File: src/rtl/clock_divider_seven_seg_if.sv
// Display/tick bundle between the seconds-counter board logic and the divider/decoder leaf.
// The requester (master) drives val and observes seg, clock_out and the divide count.
interface clock_divider_seven_seg_if #(
   parameter int CNT_W = 24
);
   logic [3:0]       val;
   logic [7:0]       seg;
   logic             clock_out;
   logic [CNT_W-1:0] dbg_cnt;

   modport master (
      output val,
      input  seg,
      input  clock_out,
      input  dbg_cnt
   );

   modport slave (
      input  val,
      output seg,
      output clock_out,
      output dbg_cnt
   );
endinterface

File: src/rtl/clock_divider_seven_seg.sv
// Divides clock_in to a 50% duty tick (clock_out) and decodes a nibble to an
// active-low seven-segment pattern; the decoder is independent of clock and reset.
module clock_divider_seven_seg #(
   parameter int HALF_PERIOD = 5000000,
   parameter int CNT_W       = 24
) (
   input  logic                     clock_in,
   input  logic                     reset_n,
   clock_divider_seven_seg_if.slave bus
);

   localparam logic [CNT_W-1:0] LAST_CNT = CNT_W'(HALF_PERIOD - 1);

   logic [CNT_W-1:0] cnt;
   logic             clock_q;
   logic [7:0]       seg_d;

   // clock_out toggles when a full half-period of clock_in edges has elapsed.
   always_ff @(posedge clock_in or negedge reset_n) begin
      if (!reset_n) begin
         cnt     <= '0;
         clock_q <= 1'b0;
      end else if (cnt == LAST_CNT) begin
         cnt     <= '0;
         clock_q <= ~clock_q;
      end else begin
         cnt     <= cnt + 1'b1;
      end
   end

   assign bus.clock_out = clock_q;
   assign bus.dbg_cnt   = cnt;

   // Code 15 and any unknown input fall to blank, which keeps the dp off.
   always_comb begin
      seg_d = 8'hFF;
      case (bus.val)
         4'd0:    seg_d = 8'hC0;
         4'd1:    seg_d = 8'hF9;
         4'd2:    seg_d = 8'hA4;
         4'd3:    seg_d = 8'hB0;
         4'd4:    seg_d = 8'h99;
         4'd5:    seg_d = 8'h92;
         4'd6:    seg_d = 8'h82;
         4'd7:    seg_d = 8'hF8;
         4'd8:    seg_d = 8'h80;
         4'd9:    seg_d = 8'h90;
         4'd10:   seg_d = 8'h88;
         4'd11:   seg_d = 8'h83;
         4'd12:   seg_d = 8'hC6;
         4'd13:   seg_d = 8'hA1;
         4'd14:   seg_d = 8'h86;
         default: seg_d = 8'hFF;
      endcase
   end

   assign bus.seg = seg_d;

endmodule

File: src/flat_wrapper.sv
// flat-port wrapper written by rule: the top's interface ports become plain ports
module clock_divider_seven_seg_flat 
#(
   parameter int HALF_PERIOD = 5000000,
   parameter int CNT_W       = 24
)
  (clock_in, reset_n, bus_val, bus_seg, bus_clock_out, bus_dbg_cnt);
  clock_divider_seven_seg_if #(.CNT_W(CNT_W)) bus_i ();
  input  logic clock_in;
  input  logic reset_n;
  input wire logic [$bits(bus_i.val)-1:0] bus_val;
  output wire logic [$bits(bus_i.seg)-1:0] bus_seg;
  output wire logic [$bits(bus_i.clock_out)-1:0] bus_clock_out;
  output wire logic [$bits(bus_i.dbg_cnt)-1:0] bus_dbg_cnt;
  assign bus_i.val = bus_val;
  assign bus_seg = bus_i.seg;
  assign bus_clock_out = bus_i.clock_out;
  assign bus_dbg_cnt = bus_i.dbg_cnt;
  clock_divider_seven_seg #(.HALF_PERIOD(HALF_PERIOD), .CNT_W(CNT_W)) u_core (.clock_in(clock_in), .reset_n(reset_n), .bus(bus_i));
endmodule
File: config.mk
export PLATFORM = sky130hd
export DESIGN_NAME = clock_divider_seven_seg_flat
export DESIGN_NICKNAME = d
export VERILOG_FILES = /design/src/rtl/clock_divider_seven_seg_if.sv /design/src/rtl/clock_divider_seven_seg.sv /design/src/flat_wrapper.sv
export SDC_FILE = /design/constraint.sdc
export NUM_CORES = 1
export LEC_CHECK = 0
export CAP_MARGIN = 15
export CORE_MARGIN = 4
export CORE_UTILIZATION = 45
export CTS_BUF_LIST = sky130_fd_sc_hd__clkbuf_8
export DETAILED_ROUTE_END_ITERATION = 8
export PLACE_DENSITY_LB_ADDON = 0.1
export SYNTH_ARGS = -nofsm -noshare
export SYNTH_HDL_FRONTEND = slang
export SYNTH_SLANG_ARGS = --single-unit
File: constraint.sdc
create_clock -name clock_in -period 1.5 [get_ports clock_in]
set_input_delay 0.3 -clock clock_in [delete_from_list [all_inputs] [get_ports clock_in]]
set_output_delay 0.3 -clock clock_in [all_outputs]
set_load 0.05 [all_outputs]
==> impl_summary.txt <==
----------------------------------------------------
[Critical path]
  CP delay by family, top ... simple AND/OR/NAND/NOR gates
  Critical path class ... flip-flop to flip-flop
  Crit path largest cell delay ... 0.44 ns
  Capturing instance or port of the critical path ... u_core.bus.clock_out
  Critical path required time ... 1.70 ns
  Highest-delay cell along the critical path ... sky130_fd_sc_hd__dfrtp_2
  Critical Path Source Type ... flip-flop
  Capture point of the worst reg-to-reg path ... u_core.bus.clock_out
  Count of cell instances traversed by the critical path ... 6
  Internal reg-to-reg setup slack ... -0.28 ns
  Critical register-to-register path startpoint ... u_core.bus.dbg_cnt[21]
  Worst-path fanout max ... 4
  R2R cell count ... 6
  Number of buffers and inverters on the critical path ... 2
  First element of the critical path ... u_core.bus.dbg_cnt[21]
  Crit path capture type ... flip-flop
  Data arrival time at the worst-slack endpoint ... 1.98 ns
  Sequence of cells on the critical path ... nor4b_4 -> nand4_1 -> nor4_4 -> buf_4 -> buf_6 -> xor2_2

[Clock tree]
  Clock root buffer master ... sky130_fd_sc_hd__clkbuf_8
  Cts-stage hold buffer count ... 0
  Total number of H-tree levels ... 1
  CTS tree ... built
  Clock latency of the later-clocked register in the worst-skew pair ... 0.27 ns
  Num CTS Buffers ... 3
  Clock slew seen by the registers of the worst setup and hold paths ... 0.10 ns
  Clock Sinks ... 25
  Max Buffers Root-to-Sink ... 2

[Logic synthesis]
  Library cell occupying the most area in the post-synthesis netlist ... sky130_fd_sc_hd__dfrtp_1
  Mapped Cells ... 151
  Yosys warning count ... 0
  Area contributors post-synth ... sky130_fd_sc_hd__dfrtp_1 (41%), sky130_fd_sc_hd__ha_1 (5.8%), sky130_fd_sc_hd__xnor2_1 (5.2%), sky130_fd_sc_hd__xor2_1 (4.6%), sky130_fd_sc_hd__mux4_2 (4.4%)
  Syn Std Cell Area ... 0.00152 sq mm
  Count of cell types in the netlist ... 37
  Syn avg cell area ... 10.1 sq um
  Post-synthesis sequential element count ... 25
  Mapped Nets ... 164
  Area share of the largest cell type after synthesis ... 41.1%
  Sequential fraction of the synthesis area ... 41.1%

[Floorplanning]
  Die X ... 66.1 microns
  Placeable core area ... 0.00315 sq mm
  Die footprint ... 0.00438 sq mm
  Starting utilization of the core area ... 48.3%
  Height of the die ... 66.1 microns
  Number of cell rows ... 20
  Boundary pin count ... 39

[Layout]
  Share of final-layout standard cells stronger than drive strength 1 ... 66.7%
  Number of filler cells placed in the layout ... 77
  Inserted Diodes ... 0
  Net count, final ... 254
  Cell area after layout ... 0.00299 sq mm
  Signed area change from the synthesized netlist to the final layout ... 96.3%

[Place]
  DP Area ... 0.00260 sq mm
  Weighted congestion at the end of routability-driven global placement ... 0.905
  Detailed Place HPWL ... 3610 microns
  Number of I/O port buffers ... 37
  Setup Slack @ Placement ... -0.770 ns

[Global route]
  Total global routing overflow ... 0
  Number of global-route vias before repair ... 1726
  Pin count of the biggest net entering global routing ... 26
  Total routing resource utilization after global routing ... 27.2%
  Number of antenna violations at the first check in global routing ... 0
  Global-route wire length before repair ... 9000 microns

[Power and ir drop]
  Total power per unit cell area ... 475 mW/mm^2
  Total power after layout ... 1.42 mW
  IR drop worst, VDD ... 361 uV
  Total internal power ... 1.00 mW
  Leakage power figure ... 1.35 nW
  Logic pwr share ... 23.0%
  Sequential cell fraction of total power ... 47.4%
  Share of power burned in the clock network ... 29.6%
  Switching share of power ... 29.4%
  Switching pwr ... 0.417 mW

[Routing]
  Wirelength, routed ... 7230 microns
  Total number of vias ... 1730
  Number of DRC violations after detailed routing ... 0
  Post-detailed-route via-to-cell ratio ... 6.09
  Residual antenna-violating net count after detailed routing ... 0
  WL/cell ... 25.5 microns
  Number of iterations in the first detailed-routing pass ... 4
  Number of DRC markers after the initial detailed-route iteration ... 189

[STA]
  Period Utilization, post-route ... 119%
  Count of pins over their slew limit ... 0
  Number of endpoints with negative hold slack in the final report ... 0
  Maximum achievable frequency ... 0.560 GHz
  Setup WS post-layout ... -0.285 ns
  Unrepaired setup endpoints after global routing ... true
  Hold Worst Slack ... 0.395 ns
  Count of endpoints failing setup in the final report ... 25
  Minimum clock period after layout ... 1.78 ns
  Clock tree skew after final layout ... 0.00438 ns

[Outcome]
  Violations in the final reports ... negative setup slack
  Status ... complete, but fails checks

[Min path]
  Min-delay worst type ... input port to asynchronous set/reset pin

[Flow run]
  Number of maximum-capacitance violations ... 0

----------------------------------------------------
-- synthesized netlist by cell type (all sizes together) --
master and instances:
buf 5, nor4 1, and3 2, clkbuf 2, o2bb2ai 1, nand2b 2
mux2i 2, dfrtp 25, xor2 9, or2 1, mux4 3, nor3 5
nor4b 2, nand4 7, and4 6, nand2 12, or3 3, nand3b 2
conb 1, nor2 12, and2b 1, a21oi 3, nand3 10, o211ai 1
inv 7, nor3b 1, a31oi 1, o21ai 6, xnor2 9, nor2b 1
ha 7, o31ai 1
-- flip-flops by register name, summed over array words and instances (netlist names) --
register / count
u_core.bus.clock_out: 1
u_core.bus.dbg_cnt: 24
-- through the flow --
stage	utilization (%)	cells	setup TNS (ns)
after global placement	82.5	266	-5.79
after detailed placement	82.5	266	-6.60
after floorplan	-	151	-1.24
after CTS	88.9	274	-2.08
final	94.7	284	-3.32
after global routing	94.7	284	-4.39
-- power by group through the flow --
stage	sequential, mW	clock, mW	combinational [mW]
2_1_floorplan	0.687	0	0.136
3_3_place_gp	0.686	0	0.243
3_5_place_dp	0.686	0	0.252
4_1_cts	0.673	0.406	0.295
5_1_grt	0.673	0.447	0.340
6_report	0.673	0.420	0.327
-- how the worst min path moves through the flow --
stage,endpoint,from
detailed placement,u_core.bus.clock_out,u_core.bus.clock_out
global route,u_core.bus.dbg_cnt[12],reset_n
global placement,u_core.bus.clock_out,u_core.bus.clock_out
CTS,u_core.bus.dbg_cnt[18],reset_n
floorplan,u_core.bus.clock_out,reset_n
finish,u_core.bus.dbg_cnt[18],reset_n
-- cell type report --
class	instances	area, sq um	area share, %
Clock inverter	1	3.75	0.126
Multi-Input combinational cell	112	1040	34.9
Inverter	7	46.3	1.55
Timing Repair Buffer	92	1150	38.4
Tap cell	44	55.1	1.84
Clock buffer	3	41.3	1.38
Sequential cell	25	653	21.9
-- placed cells by master, fill, tap and decap left out, types with 2 or more instances in the layout --
cell type | synthesis | layout
sky130_fd_sc_hd__buf_4 | 2 | 44
sky130_fd_sc_hd__buf_12 | 0 | 31
sky130_fd_sc_hd__dfrtp_2 | 0 | 22
sky130_fd_sc_hd__buf_6 | 2 | 11
sky130_fd_sc_hd__nand3_1 | 10 | 9
sky130_fd_sc_hd__nor2_1 | 12 | 9
sky130_fd_sc_hd__xnor2_1 | 9 | 9
sky130_fd_sc_hd__xor2_1 | 8 | 8
sky130_fd_sc_hd__nand2_1 | 11 | 8
sky130_fd_sc_hd__nand4_1 | 6 | 6
sky130_fd_sc_hd__and4_1 | 6 | 4
sky130_fd_sc_hd__ha_4 | 0 | 4
sky130_fd_sc_hd__or3_1 | 3 | 3
sky130_fd_sc_hd__a21oi_2 | 0 | 3
sky130_fd_sc_hd__inv_1 | 7 | 3
sky130_fd_sc_hd__nor3_4 | 0 | 3
sky130_fd_sc_hd__nor2_2 | 0 | 3
sky130_fd_sc_hd__inv_2 | 0 | 3
sky130_fd_sc_hd__mux4_2 | 3 | 3
sky130_fd_sc_hd__clkbuf_8 | 0 | 3
sky130_fd_sc_hd__buf_8 | 0 | 3
sky130_fd_sc_hd__dfrtp_1 | 25 | 3
sky130_fd_sc_hd__and4_4 | 0 | 2
sky130_fd_sc_hd__o21ai_1 | 0 | 2
sky130_fd_sc_hd__nand2_4 | 1 | 2
sky130_fd_sc_hd__o21ai_0 | 6 | 2
sky130_fd_sc_hd__nand3b_1 | 2 | 2
sky130_fd_sc_hd__nand2_2 | 0 | 2
sky130_fd_sc_hd__o21ai_2 | 0 | 2
sky130_fd_sc_hd__ha_1 | 7 | 2
-- kinds of logic (layout without fill, tap and decap cells) --
kind of cell | count (synthesis) | count (layout) | share of synthesized area, %
compound gates | 13 | 13 | 4.93
xor+xnor | 18 | 18 | 10.9
fa+ha+maj | 7 | 7 | 5.76
buf+inv | 14 | 103 | 5.02
flops | 25 | 25 | 41.1
mux | 5 | 5 | 5.76
other cells | 1 | 1 | 0.246
simple gates | 68 | 68 | 26.3
-- metal layers --
metal / track usage, % / vias up / share of wire (%)
li1: - / 706 / -
met1: 32.1 / 845 / 37
met2: 49.2 / 138 / 50
met3: 2.72 / 41 / 7.2
met4: 11.7 / 0 / 6.0
met5: 0 / - / 0
-- repair_timing --
| item | 4_1_cts | 5_1_grt |
|---|---|---|
| setup endpoints to repair | 22 | 24 |
| buffers inserted | 5 | 11 |
| endpoints found under the hold margin | 0 | 0 |
| pin swaps | 9 | 20 |
| resized for setup | 54 | 27 |
(Power assumes the default switching activity.)
